### src/rtl/parking_timer_display.sv
`default_nettype none
// ============================================================================
// Module      : parking_timer_display
// Description : Parking-meter mm:ss up-counter with a 4-digit multiplexed
//               7-segment display and a blinking colon.
// Revision    : 1.0 - initial release
// ============================================================================
module parking_timer_display (
    input  logic       clk_40MHz,
    input  logic       rst,
    input  logic       clk_100Hz,
    input  logic       clk_2Hz,
    input  logic       clk_1Hz,
    input  logic       start,
    input  logic       stop,
    input  logic       clear,
    output logic [6:0] seg,
    output logic [3:0] an,
    output logic       dp,
    output logic       running,
    output logic       overflow
);

    typedef enum logic [1:0] {
        S_IDLE   = 2'd0,
        S_RUN    = 2'd1,
        S_PAUSED = 2'd2,
        S_FULL   = 2'd3
    } state_t;

    localparam logic [6:0] c_BLANK = 7'h7F;

    state_t     r_state, w_state_nxt;
    logic [3:0] r_mm_t, r_mm_o, r_ss_t, r_ss_o;
    logic [3:0] w_mm_t, w_mm_o, w_ss_t, w_ss_o;
    logic       r_prev_100hz, r_prev_1hz;
    logic       w_tick_100hz, w_tick_1hz;
    logic       w_at_max;
    logic [1:0] r_scan_idx;
    logic [3:0] w_digit;
    logic [6:0] w_seg_nxt;
    logic       w_dp_nxt;
    logic       w_colon;

    assign w_tick_100hz = clk_100Hz & ~r_prev_100hz;
    assign w_tick_1hz   = clk_1Hz & ~r_prev_1hz;
    assign w_at_max     = (r_mm_t == 4'd9) && (r_mm_o == 4'd9) &&
                          (r_ss_t == 4'd5) && (r_ss_o == 4'd9);

    always_ff @(posedge clk_40MHz) begin
        if (rst) begin
            r_state <= S_IDLE;
            r_mm_t  <= 4'd0;
            r_mm_o  <= 4'd0;
            r_ss_t  <= 4'd0;
            r_ss_o  <= 4'd0;
        end else begin
            r_state <= w_state_nxt;
            r_mm_t  <= w_mm_t;
            r_mm_o  <= w_mm_o;
            r_ss_t  <= w_ss_t;
            r_ss_o  <= w_ss_o;
        end
    end

    // clear > stop > start; a start edge swallows any coincident second tick
    always_comb begin
        w_state_nxt = r_state;
        w_mm_t      = r_mm_t;
        w_mm_o      = r_mm_o;
        w_ss_t      = r_ss_t;
        w_ss_o      = r_ss_o;
        if (clear) begin
            w_state_nxt = S_IDLE;
            w_mm_t      = 4'd0;
            w_mm_o      = 4'd0;
            w_ss_t      = 4'd0;
            w_ss_o      = 4'd0;
        end else if (stop) begin
            if (r_state == S_RUN) begin
                w_state_nxt = S_PAUSED;
            end
        end else if (start && (r_state == S_IDLE || r_state == S_PAUSED)) begin
            w_state_nxt = S_RUN;
        end else if (r_state == S_RUN && w_tick_1hz) begin
            if (w_at_max) begin
                w_state_nxt = S_FULL;
            end else if (r_ss_o != 4'd9) begin
                w_ss_o = r_ss_o + 4'd1;
            end else begin
                w_ss_o = 4'd0;
                if (r_ss_t != 4'd5) begin
                    w_ss_t = r_ss_t + 4'd1;
                end else begin
                    w_ss_t = 4'd0;
                    if (r_mm_o != 4'd9) begin
                        w_mm_o = r_mm_o + 4'd1;
                    end else begin
                        w_mm_o = 4'd0;
                        w_mm_t = r_mm_t + 4'd1;
                    end
                end
            end
        end
    end

    always_comb begin
        case (r_scan_idx)
            2'd0:    w_digit = r_ss_o;
            2'd1:    w_digit = r_ss_t;
            2'd2:    w_digit = r_mm_o;
            default: w_digit = r_mm_t;
        endcase
    end

    always_comb begin
        case (w_digit)
            4'd0:    w_seg_nxt = 7'h40;
            4'd1:    w_seg_nxt = 7'h79;
            4'd2:    w_seg_nxt = 7'h24;
            4'd3:    w_seg_nxt = 7'h30;
            4'd4:    w_seg_nxt = 7'h19;
            4'd5:    w_seg_nxt = 7'h12;
            4'd6:    w_seg_nxt = 7'h02;
            4'd7:    w_seg_nxt = 7'h78;
            4'd8:    w_seg_nxt = 7'h00;
            4'd9:    w_seg_nxt = 7'h10;
            default: w_seg_nxt = c_BLANK;
        endcase
        // colon sits on digit 2; it blinks with the 2 Hz level while counting
        w_colon  = (r_scan_idx == 2'd2) &&
                   (r_state == S_IDLE || r_state == S_PAUSED || clk_2Hz);
        w_dp_nxt = ~w_colon;
        if (r_state == S_FULL && !clk_2Hz) begin
            w_seg_nxt = c_BLANK;
            w_dp_nxt  = 1'b1;
        end
    end

    always_ff @(posedge clk_40MHz) begin
        if (rst) begin
            r_prev_100hz <= 1'b0;
            r_prev_1hz   <= 1'b0;
            r_scan_idx   <= 2'd0;
            seg          <= c_BLANK;
            an           <= 4'hF;
            dp           <= 1'b1;
            running      <= 1'b0;
            overflow     <= 1'b0;
        end else begin
            r_prev_100hz <= clk_100Hz;
            r_prev_1hz   <= clk_1Hz;
            if (w_tick_100hz) begin
                r_scan_idx <= r_scan_idx + 2'd1;
            end
            seg      <= w_seg_nxt;
            an       <= ~(4'b0001 << r_scan_idx);
            dp       <= w_dp_nxt;
            running  <= (w_state_nxt == S_RUN);
            overflow <= (w_state_nxt == S_FULL);
        end
    end

endmodule
`default_nettype wire

### config.mk
export PLATFORM = sky130hd
export DESIGN_NAME = parking_timer_display
export DESIGN_NICKNAME = d
export VERILOG_FILES = /design/src/rtl/parking_timer_display.sv
export SDC_FILE = /design/constraint.sdc
export NUM_CORES = 1
export LEC_CHECK = 0
export CAP_MARGIN = 20
export CORE_ASPECT_RATIO = 0.7
export CORE_UTILIZATION = 40
export CTS_BUF_LIST = sky130_fd_sc_hd__clkbuf_2
export CTS_CLUSTER_DIAMETER = 80
export CTS_CLUSTER_SIZE = 12
export DETAILED_ROUTE_END_ITERATION = 12
export GPL_ROUTABILITY_DRIVEN = 0
export PLACE_DENSITY = 0.59
export SYNTH_ARGS = -nofsm -noshare
export SYNTH_HDL_FRONTEND = slang
export SYNTH_SLANG_ARGS = --single-unit
### constraint.sdc
create_clock -name clk_40MHz -period 3.3 [get_ports clk_40MHz]
set_input_delay 0.66 -clock clk_40MHz [delete_from_list [all_inputs] [get_ports clk_40MHz]]
set_output_delay 0.66 -clock clk_40MHz [all_outputs]
set_load 0.01 [all_outputs]
==> results.py <==
metrics = {
    "grt": {
        "grt_pass1_wl_um": 7110,
        "grt_max_degree": 20,
        "grt_overflow_total": 0,
        "globalRouteTotalUtil_pct": 18.7,
        "grt_pass1_vias": 1402,
        "number_of_antenna_violations_at_the_first_check_in_global_routing": 0,
    },
    "sta": {
        "hold_slack_ps": 515,
        "max_slew_headroom_pct": 56.5,
        "maximum_clock_frequency_ghz": 0.449,
        "post-route-worst-setup-slack_ps": 1070,
        "layout_worst_path_cycle_share_pct": 67.5,
        "post-route-min-period_ps": 2230,
        "worst_clock_skew_ps": 20.5,
        "worst-slew-pin-transition_ps": 649,
        "finalSetupViolCount": 0,
        "finalHoldViolCount": 0,
        "final-max-slew-violation-count": 0,
        "timing.setup.tns_ps": 0,
        "rsz_0062_raised_after_global_routing": "no",
    },
    "floorplanning": {
        "die-height_um": 59.6,
        "boundaryPins": 22,
        "core_region_area_um2": 4450,
        "die_width_um": 84.3,
        "dieArea_um2": 5020,
        "initial_utilization_pct": 42.6,
        "rows": 20,
    },
    "route": {
        "drtPass1Iterations": 9,
        "ratio_of_routed_vias_to_standard_cells": 5.57,
        "drt_drc_violations_left": 6,
        "wirelength_met1_um": 2490,
        "route.final.wire_length_um": 4360,
        "drt-initial-drc-count": 112,
        "route.met2.wl_um": 1590,
        "met3RoutedLength_um": 245,
        "average_wire_per_standard_cell_um": 15.0,
        "highest-signal-layer": "met4",
        "drt.antenna.violating_nets": 0,
        "routed-via-count": 1622,
    },
    "logic_synthesis": {
        "ys_top_cells_by_area": "sky130_fd_sc_hd__dfxtp_1, sky130_fd_sc_hd__ha_1, sky130_fd_sc_hd__a21oi_1",
        "sequential_element_share_of_the_synthesized_area_pct": 38.0,
        "syn_inst": 212,
        "synth_area_um2": 1900,
        "synth_nets": 232,
        "yosys_most_used_dff": "sky130_fd_sc_hd__dfxtp_1",
        "synth-async-reset-ratio_pct": 0,
        "synth-seq-cells": 36,
        "combinational_family_with_the_most_area_after_synthesis": "simple AND/OR/NAND/NOR gates",
        "synth_compound_gate_area_share_pct": 19.1,
        "ys_types": 50,
        "avgSynthCellArea_um2": 8.94,
        "synth-adder-area-share_pct": 7.92,
        "netlist.area_leader.share_pct": 38.0,
        "yosys_warn_count": 0,
        "synthMuxAreaShare_pct": 4.82,
        "synth-edff-count": 0,
        "synth_top_area_cell": "sky130_fd_sc_hd__dfxtp_1",
        "synthSimpleGateAreaFrac_pct": 24.8,
        "post_synth_xor_area_fraction_pct": 0.924,
    },
    "cts": {
        "clkSlewWorstSetupHoldPaths_ps": 190,
        "clockRootBuffer": "sky130_fd_sc_hd__clkbuf_2",
        "numCtsBuffers": 5,
        "cts-hold-fix-buffers": 0,
        "cts-htree-levels": 2,
        "worstSkewPairLatency_ps": 400,
        "post_cts_repair_timing_setup_buffer_count": 0,
        "tritoncts": "built",
        "cts-root-to-sink-buffers": 2,
        "ctsResizeCount": 0,
        "clock-sinks": 36,
    },
    "status": {
        "status": "finished, violations left",
        "failed_checks": "design-rule violations",
    },
    "worst_setup_path": {
        "minimum_setup_slack_among_reg_to_reg_paths_ps": 1070,
        "crit_start": "r_scan_idx[0]$_SDFFE_PP0P_",
        "worst-endpoint-arrival_ps": 2500,
        "worstPathRequired_ps": 3570,
        "r2r-start": "r_scan_idx[0]$_SDFFE_PP0P_",
        "timing.rr.end": "seg[4]$_SDFF_PP1_",
        "timing.critical_path.from_type": "flop",
        "category_of_the_most_critical_setup_path": "reg2reg",
        "cp-end-kind": "flop",
        "worstRegToRegCells": 9,
        "critical_path.max_fanout": 6,
        "crit_end": "seg[4]$_SDFF_PP1_",
    },
    "finish": {
        "fillerInstances": 436,
        "instances_no_fill": 291,
        "core_util_final_pct": 49.3,
        "drive_gt1_share_pct": 8.47,
        "nNetsFinal": 255,
        "fin_area_um2": 2200,
        "area.growth.synth_to_final_pct": 15.9,
        "layout_common_cells": "sky130_fd_sc_hd__dfxtp_1, sky130_fd_sc_hd__clkdlybuf4s50_1, sky130_fd_sc_hd__a21oi_1",
        "num_antenna_cells": 0,
        "layout_commonest_cell": "sky130_fd_sc_hd__dfxtp_1",
    },
    "pwr": {
        "power_per_unit_of_standard_cell_area_nw_per_um2": 333,
        "leakagePower_nw": 0.806,
        "power_mw": 0.733,
        "irDropWorstVdd_uv": 185,
    },
    "placement": {
        "dpl_worst_slack_ps": 712,
        "io_buffer_count": 21,
        "placedInstanceArea_um2": 2160,
        "place_inst": 283,
        "place.detailed.hpwl_um": 3130,
    },
    "run": {
        "drv.max_cap_violation_count": 0,
    },
    "worst_hold_path": {
        "min_path_type": "reg2reg",
    },
}
## cells in the mapped netlist, types with 2 or more instances
| library cell | count |
|---|---|
| sky130_fd_sc_hd__nor3_1 | 9 |
| sky130_fd_sc_hd__a2111oi_0 | 2 |
| sky130_fd_sc_hd__a211oi_1 | 3 |
| sky130_fd_sc_hd__nand2_1 | 11 |
| sky130_fd_sc_hd__o21ai_0 | 10 |
| sky130_fd_sc_hd__a31oi_1 | 4 |
| sky130_fd_sc_hd__and4bb_2 | 2 |
| sky130_fd_sc_hd__nor4bb_1 | 2 |
| sky130_fd_sc_hd__nand4_1 | 3 |
| sky130_fd_sc_hd__dfxtp_1 | 36 |
| sky130_fd_sc_hd__a222oi_1 | 4 |
| sky130_fd_sc_hd__nand2b_1 | 5 |
| sky130_fd_sc_hd__o31ai_1 | 4 |
| sky130_fd_sc_hd__a21oi_1 | 16 |
| sky130_fd_sc_hd__clkbuf_1 | 5 |
| sky130_fd_sc_hd__or2_2 | 2 |
| sky130_fd_sc_hd__a311oi_1 | 2 |
| sky130_fd_sc_hd__nand3_1 | 2 |
| sky130_fd_sc_hd__and2_1 | 2 |
| sky130_fd_sc_hd__inv_1 | 15 |
| sky130_fd_sc_hd__and4_1 | 3 |
| sky130_fd_sc_hd__xnor2_1 | 2 |
| sky130_fd_sc_hd__nor3b_1 | 2 |
| sky130_fd_sc_hd__ha_1 | 12 |
| sky130_fd_sc_hd__mux2i_1 | 8 |
| sky130_fd_sc_hd__or4_1 | 2 |
| sky130_fd_sc_hd__nor2b_1 | 7 |
| sky130_fd_sc_hd__nor2_1 | 15 |
## final cells by class
| class | count | area (um^2) | share of cell area, % |
|---|---|---|---|
| Multi-Input combinational cell | 154 | 1090 | 49.7 |
| Inverter | 16 | 60.1 | 2.73 |
| Timing Repair Buffer | 22 | 218 | 9.91 |
| Tap cell | 55 | 68.8 | 3.13 |
| Clock buffer | 5 | 25.0 | 1.14 |
| Clock inverter | 3 | 13.8 | 0.626 |
| Sequential cell | 36 | 721 | 32.8 |
## state kept, by name (all words and copies together), names as in the netlist
register and count:
overflow 1, running 1, r_scan_idx 2, r_prev_100hz 1, r_ss_o 4, r_state 2
dp 1, r_prev_1hz 1, seg 7, r_mm_o 4, r_mm_t 4, r_ss_t 4
an 4
## worst min-delay path by stage
stage | from | endpoint | slack, ps | depth (start not counted)
2_1_floorplan | r_mm_t[2]$_SDFFE_PP0P_ | r_mm_t[2]$_SDFFE_PP0P_ | 460 | 2
3_3_place_gp | r_mm_t[2]$_SDFFE_PP0P_ | r_mm_t[2]$_SDFFE_PP0P_ | 500 | 2
3_5_place_dp | r_mm_t[2]$_SDFFE_PP0P_ | r_mm_t[2]$_SDFFE_PP0P_ | 490 | 2
4_1_cts | r_mm_t[2]$_SDFFE_PP0P_ | r_mm_t[2]$_SDFFE_PP0P_ | 520 | 2
5_1_grt | r_mm_o[0]$_SDFFE_PP0P_ | r_mm_o[0]$_SDFFE_PP0P_ | 550 | 2
6_report | r_mm_t[2]$_SDFFE_PP0P_ | r_mm_t[2]$_SDFFE_PP0P_ | 510 | 2
## cells by family after synthesis
family                   after synthesis
AND/OR/NAND/NOR                       77
AO/OA/AOI/OAI                         54
flip-flops                            36
buffers and inverters                 22
adder cells (fa/ha/maj)               12
multiplexers                           9
XOR/XNOR                               2
## metal layers
metal  track usage (%)  vias up
met5                 0        -
met4              5.91        0
met3              4.74        5
li1                  -      824
met1              29.8      737
met2              23.5       56
## worst max-delay path, cell delays in order, from the launching register on
cell,delay [ps]
sky130_fd_sc_hd__dfxtp_1,460
sky130_fd_sc_hd__inv_1,90
sky130_fd_sc_hd__ha_1,270
sky130_fd_sc_hd__a222oi_1,320
sky130_fd_sc_hd__mux2i_1,260
sky130_fd_sc_hd__inv_1,200
sky130_fd_sc_hd__ha_1,170
sky130_fd_sc_hd__inv_1,50
sky130_fd_sc_hd__nor3_1,180
sky130_fd_sc_hd__o21ai_0,120
## power breakdown
part | switching [mW] | internal [mW] | leakage (nW) | total [mW]
Combinational | 0.0387 | 0.0388 | 0.482 | 0.0775
Sequential | 0.00634 | 0.448 | 0.294 | 0.454
Clock | 0.153 | 0.0475 | 0.0302 | 0.201
(Power assumes the default switching activity.)
